File: config.mk
export PLATFORM = sky130hd
export DESIGN_NAME = prng_mux_gen
export DESIGN_NICKNAME = d
export VERILOG_FILES = /design/src/rtl/prng_mux_gen_pkg.sv /design/src/rtl/lfsr_xnor.sv /design/src/rtl/prng_mux_gen.sv
export SDC_FILE = /design/constraint.sdc
export NUM_CORES = 1
export LEC_CHECK = 0
export CAP_MARGIN = 40
export CORE_ASPECT_RATIO = 1.5
export CORE_MARGIN = 2
export CORE_UTILIZATION = 55
export CTS_CLUSTER_DIAMETER = 150
export DETAILED_ROUTE_END_ITERATION = 12
export PLACE_DENSITY = 0.9
export SYNTH_ARGS = -nofsm -noshare
export SYNTH_HDL_FRONTEND = slang
export SYNTH_HIERARCHICAL = 1
export SYNTH_SLANG_ARGS = --single-unit
File: constraint.sdc
create_clock -name CLK -period 8.7 [get_ports CLK]
set_clock_uncertainty 0.2 [all_clocks]
set_input_delay 0.87 -clock CLK [delete_from_list [all_inputs] [get_ports CLK]]
set_output_delay 0.87 -clock CLK [all_outputs]
set_load 0.005 [all_outputs]
File: src/rtl/prng_mux_gen_pkg.sv
// Shared LFSR helpers for the pair-mux PRNG: XNOR step function and default tap masks.
package prng_mux_gen_pkg;

  localparam logic [7:0]  TAPS_W8  = 8'hB8;
  localparam logic [15:0] TAPS_W16 = 16'hD008;
  localparam logic [31:0] TAPS_W32 = 32'h8020_0003;

  // One XNOR shift on the low `width` bits; bits above width come back as zero.
  function automatic logic [31:0] lfsr_xnor_step(input logic [31:0] state,
                                                 input logic [31:0] taps,
                                                 input int unsigned width);
    logic [31:0] mask;
    logic        fb;
    mask = (width >= 32) ? 32'hFFFF_FFFF : ((32'd1 << width) - 32'd1);
    fb   = ~(^(state & taps & mask));
    return {state[30:0], fb} & mask;
  endfunction

  function automatic logic [31:0] lfsr_default_taps(input int unsigned width);
    case (width)
      8:       return {24'd0, TAPS_W8};
      16:      return {16'd0, TAPS_W16};
      default: return TAPS_W32;
    endcase
  endfunction

endpackage

File: src/rtl/lfsr_xnor.sv
// XNOR Fibonacci LFSR with seed load; the all-ones lock-up state is never kept.
module lfsr_xnor
  import prng_mux_gen_pkg::*;
#(
  parameter int unsigned   W    = 8,
  parameter logic [W-1:0]  TAPS = W'(lfsr_default_taps(W))
) (
  input  logic         CLK,
  input  logic         EN,
  input  logic         step,
  input  logic         load,
  input  logic [W-1:0] load_val,
  output logic [W-1:0] state
);

  localparam logic [W-1:0] ALL_ONES = '1;

  logic [W-1:0] state_q;
  logic [W-1:0] state_d;

  // Under XNOR feedback all-ones maps to itself, so it is replaced by zero on load or step.
  always_comb begin
    state_d = state_q;
    if (load) begin
      state_d = (load_val == ALL_ONES) ? '0 : load_val;
    end else if (step) begin
      state_d = (state_q == ALL_ONES) ? '0 : W'(lfsr_xnor_step(32'(state_q), 32'(TAPS), W));
    end
  end

  always_ff @(posedge CLK or negedge EN) begin
    if (!EN) begin
      state_q <= '0;
    end else begin
      state_q <= state_d;
    end
  end

  assign state = state_q;

endmodule

File: src/rtl/prng_mux_gen.sv
// Pair-mux PRNG: data LFSR stepped on divided ticks, free-running select LFSR picks one bit per pair,
// one-deep valid/ready output with sticky overrun.
module prng_mux_gen
  import prng_mux_gen_pkg::*;
#(
  parameter int unsigned         OUT_W     = 8,
  parameter logic [2*OUT_W-1:0]  DATA_TAPS = TAPS_W16,
  parameter logic [OUT_W-1:0]    SEL_TAPS  = TAPS_W8,
  parameter int unsigned         TICK_DIV  = 10_000_000
) (
  input  logic                 CLK,
  input  logic                 EN,
  input  logic                 run,
  input  logic                 seed_load,
  input  logic [2*OUT_W-1:0]   seed_data,
  output logic [OUT_W-1:0]     out_data,
  output logic                 out_valid,
  input  logic                 out_ready,
  output logic                 overrun,
  output logic                 tick_tgl
);

  localparam int unsigned      DATA_W   = 2 * OUT_W;
  localparam int unsigned      CNT_W    = $clog2(TICK_DIV);
  localparam logic [CNT_W-1:0] DIV_LAST = CNT_W'(TICK_DIV - 1);

  logic [CNT_W-1:0]  div_cnt_q, div_cnt_d;
  logic              pend_q, pend_d;
  logic [OUT_W-1:0]  out_data_q, out_data_d;
  logic              out_valid_q, out_valid_d;
  logic              overrun_q, overrun_d;
  logic              tick_tgl_q, tick_tgl_d;

  logic              tick;
  logic              accept;
  logic [DATA_W-1:0] data_state;
  logic [OUT_W-1:0]  sel_state;
  logic [OUT_W-1:0]  cand;

  assign tick   = run && (div_cnt_q == DIV_LAST);
  assign accept = out_valid_q && out_ready;

  always_comb begin
    div_cnt_d = div_cnt_q;
    if (run) begin
      div_cnt_d = tick ? '0 : div_cnt_q + CNT_W'(1);
    end
  end

  lfsr_xnor #(
    .W    (DATA_W),
    .TAPS (DATA_TAPS)
  ) u_data (
    .CLK      (CLK),
    .EN       (EN),
    .step     (tick),
    .load     (seed_load),
    .load_val (seed_data),
    .state    (data_state)
  );

  lfsr_xnor #(
    .W    (OUT_W),
    .TAPS (SEL_TAPS)
  ) u_sel (
    .CLK      (CLK),
    .EN       (EN),
    .step     (1'b1),
    .load     (1'b0),
    .load_val ('0),
    .state    (sel_state)
  );

  for (genvar i = 0; i < OUT_W; i++) begin : g_pair_mux
    assign cand[i] = sel_state[i] ? data_state[2*i+1] : data_state[2*i];
  end

  // Capture runs one edge after the tick so it sees the freshly stepped data LFSR.
  always_comb begin
    pend_d      = tick;
    out_data_d  = out_data_q;
    out_valid_d = out_valid_q;
    overrun_d   = overrun_q;
    tick_tgl_d  = tick_tgl_q ^ tick;
    if (pend_q) begin
      if (!out_valid_q || accept) begin
        out_data_d  = cand;
        out_valid_d = 1'b1;
      end else begin
        overrun_d = 1'b1;
      end
    end else if (accept) begin
      out_valid_d = 1'b0;
    end
  end

  always_ff @(posedge CLK or negedge EN) begin
    if (!EN) begin
      div_cnt_q   <= '0;
      pend_q      <= 1'b0;
      out_data_q  <= '0;
      out_valid_q <= 1'b0;
      overrun_q   <= 1'b0;
      tick_tgl_q  <= 1'b0;
    end else begin
      div_cnt_q   <= div_cnt_d;
      pend_q      <= pend_d;
      out_data_q  <= out_data_d;
      out_valid_q <= out_valid_d;
      overrun_q   <= overrun_d;
      tick_tgl_q  <= tick_tgl_d;
    end
  end

  assign out_data  = out_data_q;
  assign out_valid = out_valid_q;
  assign overrun   = overrun_q;
  assign tick_tgl  = tick_tgl_q;

endmodule

; ---- After elaboration in Yosys (flattened, before gate mapping)
; Index checks and enable logic that the tools add are counted.
[word_totals]
register_bits = 60
in_bits = 21
[classes]
add_sub_neg = 1
n_eq_ne = 5
n_mux = 17
bitwise_logic = 4
reduce_logical = 11
[ops]
columns = cell, n
row1 = 16-bit 2-to-1 mux, 4
row2 = 32-bit parity, 2
row3 = "16-bit equality test, second input constant", 2
row4 = "24-bit by 1-bit adder with 24-bit output, second input constant", 1
row5 = "24-bit equality test, second input constant", 1
row6 = 24-bit 2-to-1 mux, 1
row7 = 1-bit 2-to-1 mux, 11
row8 = "8-bit equality test, second input constant", 1
row9 = 8-bit 2-to-1 mux, 1
row10 = 2-bit AND reduction, 3
row11 = 2-bit nonzero test, 2
row12 = 1-bit inverter, 3
row13 = 1-bit logical AND, 2
row14 = "2-bit by 1-bit inequality test with 1-bit output, second input constant", 1
row15 = 1-bit zero test, 1
row16 = 1-bit logical OR, 1
row17 = 1-bit XOR, 1

; ---- Longest topological paths before layout
; Gate-level depths: netlist of run 1.
[logic_depth]
depth_word = 5
depth_mapped = 9
ltp_nobuf = 8

; ---- Cells and area by module
; The synthesis of run 1 kept the hierarchy.
[by_module_without_submodules]
columns = module, n_inst, cells_each, area_each_um2
row1 = prng_mux_gen, 1, 166, 1739.2
row2 = lfsr_xnor at u_data, 1, 72, 820.8
row3 = lfsr_xnor at u_sel, 1, 58, 575.6

; ---- Worst setup path after synthesis of run 1
; No wires, ideal clock.
[synth_timing]
kind = in2reg
start = input run
end = register u_data.state_q[10], in the netlist u_data/state[10]
setup_time_ps = 67
arrival_time_ps = 2821
setup_slack_ps = 5612
cell_stages = 8
path_buffers = 2
cell_sequence = nand4_1 or4_4 nor2_4 buf_8 inv_1 a311oi_1 buf_2 a221o_1
[synth_via]
elab_chain_cells = 2
[synth_rtl]
columns = item, line_no
row1 = start: declaration, prng_mux_gen.sv:13  ; input logic run,
row2 = 1-bit logical AND, prng_mux_gen.sv:40  ; assign tick = run && (div_cnt_q == DIV_LAST);
row3 = via pend_d, prng_mux_gen.sv:28  ; logic pend_q, pend_d;
row4 = 2-bit nonzero test (no line), -
row5 = end signal: assignment, lfsr_xnor.sv:35  ; state_q <= state_d;
row6 = end: declaration, lfsr_xnor.sv:18  ; logic [W-1:0] state_q;
; The timed path passes the listed nets, and every way through them passes these cells.
; A chain may end at the register's enable or synchronous reset.

; ---- Final worst setup path of run 1
[layout_timing]
start = input run
end = register u_data.state_q[14], in the netlist u_data/state[14]
[layout_via]
elab_chain_cells = 2
[layout_rtl]
columns = item, line_no
row1 = 1-bit logical AND, prng_mux_gen.sv:40
row2 = 2-bit nonzero test (no line), -
; Every way passes these cells.

==> impl_metrics.env, run 1 <==
export IMPL_start_util_pct=57.1
export IMPL_min_path_cells=1
export IMPL_clockBufferDepth=2
export IMPL_fp_dieH_um=96.5
export IMPL_synthTopCellsByArea="dfrtp_1, a221o_1, nand4_1"
export IMPL_vias=2524
export IMPL_worst_path_max_fanout=16
export IMPL_ios=32
export IMPL_crit_required_ns=8.72
export IMPL_clockRootBuffer="clkbuf_8"
export IMPL_fill_cells=397
export IMPL_dr_pass1_iters=4
export IMPL_p_per_area_mw_per_mm2=172
export IMPL_core_sq_mm=0.00549
export IMPL_ys_seq_area_share_pct=47.9
export IMPL_drv_cap=0
export IMPL_fmax_mhz=268
export IMPL_synth_async_reset_ratio_pct=100
export IMPL_cts_max_level=3
export IMPL_via_per_inst=5.79
export IMPL_cts_tree="yes"
export IMPL_fin_setup_tns_ns=0
export IMPL_drive_above_1_share_pct=9.29
export IMPL_regToRegEndpoint="u_data/state[14]"
export IMPL_relSlewSlack_pct=38.3
export IMPL_fin_cells=436
export IMPL_yosys_warnings=6
export IMPL_regArea_sq_mm=0.00150
export IMPL_r2r_slack_ns=5.54
export IMPL_hpwl_um=4590
export IMPL_numCtsBuffers=9
export IMPL_syn2layout_area_growth_pct=20.5
export IMPL_worstSetupPathType="in2reg"
export IMPL_leakagePower_nw=1.70
export IMPL_final_max_slew_viol_count=0
export IMPL_synth_distinct_cells=54
export IMPL_ys_ff_latch=60
export IMPL_cp_slowest_cell="clkdlybuf4s50_1"
export IMPL_total_power_uw=651
export IMPL_rows=33
export IMPL_finalSetupViolations=0
export IMPL_drt_initial_drc_count=161
export IMPL_min_delay_start="tick_tgl"
export IMPL_post_synth_inst_count=296
export IMPL_ant_nets=0
export IMPL_place_inst=421
export IMPL_port_buffers=31
export IMPL_worstSetupStartpointType="input pin"
export IMPL_hold_violations=0
export IMPL_die_w_um=65.7
export IMPL_drt_wl_total_um=6310
export IMPL_track_usage_pct=23.0
export IMPL_hold_path_class="reg2reg"
export IMPL_cp_buffers_inverters=1
export IMPL_grt_pass1_wl_um=11000
export IMPL_layout_min_cycle_time_ns=3.73
export IMPL_avgSynthCellArea_sq_um=10.6
export IMPL_cts_repair_resized=0
export IMPL_synthTopCellsByCount="dfrtp_1, nand2_1, nand4_1"
export IMPL_clkTransAtPathRegs_ns=0.06
export IMPL_fin_util_pct=68.8
export IMPL_wl_per_cell_um=14.5
export IMPL_grt_overflow=0
export IMPL_nets=386
export IMPL_outcome="completed"
export IMPL_yosysTopAreaCellShare_pct=47.9
export IMPL_drc=0
export IMPL_post_cts_buffers=0
export IMPL_grt_pass1_vias=2397
export IMPL_die_area_sq_mm=0.00633
export IMPL_holdPathEnd="tick_tgl"
export IMPL_finalCritPeriodShare_pct=42.8
export IMPL_clk_insertion_delay_late_ns=0.34
export IMPL_cp_top_family="simple AND/OR/NAND/NOR gates"
export IMPL_diodes=0
export IMPL_rsz0062_at_grt="false"
export IMPL_syn_area_sq_mm=0.00314
export IMPL_antenna_found_initial=0
export IMPL_tightest_slew_ns=0.922
export IMPL_synth_most_common_cell="dfrtp_1"
export IMPL_cp_end_kind="register"
export IMPL_synth_flop_cell="dfrtp_1"
export IMPL_worst_r2r_cell_count=6
export IMPL_multi_input_area_sq_mm=0.00166
export IMPL_place_gp_congestion=0.883
export IMPL_synth_largest_area_cell="dfrtp_1"
export IMPL_cpPeakStageDelay_ns=0.76
export IMPL_path_cells="clkdlybuf4s50_1 > nand4_1 > or4_4 > nor2_4 > nor2_1 > a221o_2"
export IMPL_ctsHoldBuffers=0
export IMPL_critPathArrivalTime_ns=3.74
export IMPL_synth_edf_count=0
export IMPL_rr_startpoint="div_cnt_q[0]"
export IMPL_grt_max_degree=61
export IMPL_cts_sinks=60
export IMPL_vdd_drop_max_uv=110
==> report_power, final <==
group / leakage, nW / switching (mW) / internal (mW)
Sequential: 0.775 / 0.0344 / 0.302
Clock: 0.0959 / 0.103 / 0.129
Combinational: 0.825 / 0.0388 / 0.0431
==> cells in the final DEF (no fill, tap or decap), drive strengths merged, types with 4 or more instances in the layout <==
master	netlist	final
o21ai	15	15
clkbuf	3	10
clkinv	0	4
conb	2	35
and3	21	21
clkdlybuf4s50	0	30
dfrtp	60	60
nand2b	8	8
nand4	22	22
a22o	4	4
mux2i	11	11
xnor2	12	12
a221o	18	18
nand3	11	11
a21oi	5	5
nor2	14	14
and4	6	6
xor2	10	10
nand2	26	26
inv	6	6
==> flip-flops by register name (all words and copies together) (netlist names) <==
name	cells
div_cnt_q	24
out_data	8
out_valid	1
overrun	1
pend_q	1
tick_tgl	1
u_data/state	16
u_sel/state	8
==> metrics by stage <==
step	hold slack, ns	instance area [sq um]	setup slack, ns
after floorplan	0.239	3260	5.61
after global placement	0.260	3600	4.74
after detailed placement	0.256	3600	4.60
after CTS	0.275	3780	4.97
after global routing	0.289	3780	4.77
final	0.272	3780	4.97
==> worst max path at each step <==
stage | endpoint | startpoint | cells past startpoint | slack [ns]
6_report | u_data/state[14] | run | 6 | 4.97
5_1_grt | u_data/state[14] | run | 6 | 4.77
4_1_cts | u_data/state[14] | run | 6 | 4.97
3_5_place_dp | u_data/state[14] | run | 6 | 4.60
3_3_place_gp | u_data/state[14] | run | 6 | 4.74
2_1_floorplan | u_data/state[10] | run | 8 | 5.61
==> worst register-to-register path: cells and delay by family, from the launching register on <==
family	cells	cell delay (ns)
fa+ha+maj	1	0.32
flops	1	0.48
simple gates	4	1.58
compound gates	1	0.45
==> layer usage <==
| metal | wire length, um | track usage, % | up-vias | part of all wire, % |
|---|---|---|---|---|
| li1 | - | - | 1224 | - |
| met1 | 2710 | 28.8 | 1224 | 43 |
| met2 | 3300 | 36.8 | 70 | 52 |
| met3 | 242 | 6.60 | 6 | 3.8 |
| met4 | 62 | 10.4 | 0 | 0.98 |
| met5 | 0 | 0 | - | 0 |
==> cell families (layout without fill, tap and decap cells) <==
kind of cell	Yosys count	in the layout	share of synthesized area, %
adder cells (fa/ha/maj)	3	3	1.20
AO/OA/AOI/OAI	54	54	14.5
flip-flops	60	60	47.9
AND/OR/NAND/NOR	127	127	23.5
XOR/XNOR	22	22	6.15
multiplexers	11	11	3.51
buffers and inverters	17	54	2.99
other	2	35	0.240
==> layout make-up <==
cell class	count	area share, %
clock buffers	10	3.38
repair buffers	33	8.48
multi-input cells	252	44.1
clock inverters	5	1.42
flip-flops and latches	60	39.7
inverters	6	0.596
well taps	70	2.32
Power figures use the tool's default switching activity.
==> run 2: changes to the inputs <==
--- a/config.mk
+++ b/config.mk
@@ -8,10 +8,10 @@
 export CAP_MARGIN = 40
 export CORE_ASPECT_RATIO = 1.5
 export CORE_MARGIN = 2
-export CORE_UTILIZATION = 55
+export CORE_UTILIZATION = 51
 export CTS_CLUSTER_DIAMETER = 150
 export DETAILED_ROUTE_END_ITERATION = 12
-export PLACE_DENSITY = 0.9
+export PLACE_DENSITY = 0.88
 export SYNTH_ARGS = -nofsm -noshare
 export SYNTH_HDL_FRONTEND = slang
 export SYNTH_HIERARCHICAL = 1
==> constraint.sdc (replaced) <==
create_clock -name CLK -period 3 [get_ports CLK]
set_clock_uncertainty 0.2 [all_clocks]
set_input_delay 0.3 -clock CLK [delete_from_list [all_inputs] [get_ports CLK]]
set_output_delay 0.3 -clock CLK [all_outputs]
set_load 0.005 [all_outputs]
==> impl_metrics.env, run 2 (synthesis results as in run 1) <==
export IMPL_crit_required_ns=3.08
export IMPL_pwr_share_clk_pct=35.5
export IMPL_grt_pass1_wl_um=11600
export IMPL_post_route_cell_area_sq_mm=0.00383
export IMPL_worstSetupPathType="reg2reg"
export IMPL_fmax_mhz=370
export IMPL_start_util_pct=51.9
export IMPL_pre_cts_slack_ns=0.360
export IMPL_grt_overflow=0
export IMPL_critPathArrivalTime_ns=2.78
export IMPL_grt_use_met2_pct=37.9
export IMPL_clockBufferDepth=2
export IMPL_port_buffers=31
export IMPL_outcome="completed"
export IMPL_post_cts_buffers=0
export IMPL_ios=32
export IMPL_p_per_area_mw_per_mm2=494
export IMPL_core_sq_mm=0.00604
export IMPL_finalSetupViolations=0
export IMPL_die_area_sq_mm=0.00680
export IMPL_leakagePower_nw=1.71
export IMPL_seqPwrFrac_pct=51.6
export IMPL_switchingPower_uw=544
export IMPL_relSlewSlack_pct=48.5
export IMPL_use_met3_pct=3.81
export IMPL_fill_cells=503
export IMPL_fin_setup_tns_ns=0
export IMPL_cts_max_level=3
export IMPL_setup_worst_path_start="div_cnt_q[0]"
export IMPL_clkTransAtPathRegs_ns=0.07
export IMPL_clk_insertion_delay_late_ns=0.34
export IMPL_placed_area_sq_mm=0.00362
export IMPL_setup_ws_ns=0.296
export IMPL_grt_pass1_vias=2566
export IMPL_grt_max_degree=32
export IMPL_numCtsBuffers=9
export IMPL_drc=0
export IMPL_final_cell_mix="dfrtp_1, conb_1, clkdlybuf4s50_1"
export IMPL_cp_end_kind="register"
export IMPL_final_common_cell="dfrtp_1"
export IMPL_cts_tree="yes"
export IMPL_tightest_slew_ns=0.766
export IMPL_drive_above_1_share_pct=10.8
export IMPL_vdd_drop_max_uv=257
export IMPL_via_per_inst=5.72
export IMPL_hold_violations=0
export IMPL_ant_nets=0
export IMPL_finalCritPeriodShare_pct=90.1
export IMPL_vias=2553
export IMPL_hold_path_class="reg2reg"
export IMPL_place_gp_congestion=0.867
export IMPL_fp_dieH_um=100
export IMPL_rsz0062_at_grt="false"
export IMPL_power_frac_comb_pct=12.9
export IMPL_busiest_layer="met2"
export IMPL_worst_path_max_fanout=14
export IMPL_fin_cells=446
export IMPL_switching_share_pct=28.8
export IMPL_diodes=0
export IMPL_rr_startpoint="div_cnt_q[0]"
export IMPL_largest_reg_flops=24
export IMPL_dr_pass1_iters=5
export IMPL_whs_ns=0.271
export IMPL_worstSetupStartpointType="register"
export IMPL_place_inst=428
export IMPL_syn2layout_area_growth_pct=22.1
export IMPL_drt_wl_total_um=7030
export IMPL_nets=391
export IMPL_regMostFlops="div_cnt_q"
export IMPL_wl_per_cell_um=15.8
export IMPL_hpwl_um=5160
export IMPL_min_delay_start="tick_tgl"
export IMPL_drt_initial_drc_count=133
export IMPL_final_max_slew_viol_count=0
export IMPL_layout_min_cycle_time_ns=2.70
export IMPL_clockRootBuffer="clkbuf_8"
export IMPL_antenna_found_initial=0
export IMPL_track_usage_pct=23.1
export IMPL_met1_usage_pct=26.6
export IMPL_cts_sinks=60
export IMPL_drv_cap=0
export IMPL_rows=35
export IMPL_p_int_mw=1.35
export IMPL_die_w_um=68.0
[run 2: cell types whose count changed in the layout (fill, tap and decap cells not counted), sizes merged]
| cell | before | now |
|---|---|---|
| buf | 3 | 7 |
| dlygate4sd3 | 0 | 1 |
| clkinvlp | 0 | 3 |
| clkinv | 4 | 2 |
| clkbuf | 10 | 11 |
| bufinv | 1 | 0 |
[run 2: routing by layer]
metal,share of wire (%),routed length (um)
met5,0,0
met4,4.6,326
met3,2.9,205
met2,52,3690
met1,40,2810
[run 2: final cells by class]
type | count | area [sq um] | share of cell area [%]
sequential | 60 | 1500 | 39.2
timing repair buffer | 38 | 360 | 9.41
multi-input combinational | 252 | 1660 | 43.5
clock buffer | 11 | 151 | 3.95
inverter | 6 | 22.5 | 0.588
clock inverter | 5 | 36.3 | 0.948
tap | 74 | 92.6 | 2.42
[run 2: through the flow]
| step | utilization (%) | total power [mW] |
|---|---|---|
| after global placement | 60.0 | 1.21 |
| after CTS | 63.2 | 1.89 |
| after global routing | 63.4 | 1.98 |
| after floorplan | - | 1.12 |
| after detailed placement | 60.0 | 1.23 |
| final | 63.4 | 1.89 |
[run 2: worst max-delay path: stages (launching register included)]
cell,delay [ns]
dfrtp_1,0.48
ha_1,0.34
nand4_1,0.15
or4_4,0.59
nor2_4,0.12
inv_1,0.06
a311oi_1,0.28
buf_4,0.26
a221o_1,0.16
[run 2: final timing paths]
kind                                    to  slack [ns]  cells after the start
max in group asynchronous    div_cnt_q[16]        1.44                      3
min                               tick_tgl        0.27                      1
min reg2reg                       tick_tgl        0.27                      1
max                        u_data/state[7]        0.30                      8
max reg2reg                u_data/state[7]        0.30                      8
min in group asynchronous   u_sel/state[6]        0.31                      2
[run 2: power groups by stage]
stage / logic, mW / registers, mW / clock network, mW
global route: 0.272 / 0.987 / 0.719
detailed placement: 0.239 / 0.988 / 0
CTS: 0.241 / 0.974 / 0.678
global placement: 0.231 / 0.981 / 0
finish: 0.245 / 0.976 / 0.671
floorplan: 0.166 / 0.959 / 0
[run 2: what timing repair did]
action,in CTS,in global routing
setup endpoints to repair,0,0
hold endpoints to repair,29,0
hold buffers,1,0
gates resized for setup,0,0
==> run 3: changes to the inputs <==
--- a/config.mk
+++ b/config.mk
@@ -16,3 +16,4 @@
 export SYNTH_HDL_FRONTEND = slang
 export SYNTH_HIERARCHICAL = 1
 export SYNTH_SLANG_ARGS = --single-unit
+export TNS_END_PERCENT = 30
==> results of run 3 <==
Same layout as run 2: the final DEF is identical, and so are final timing and power.
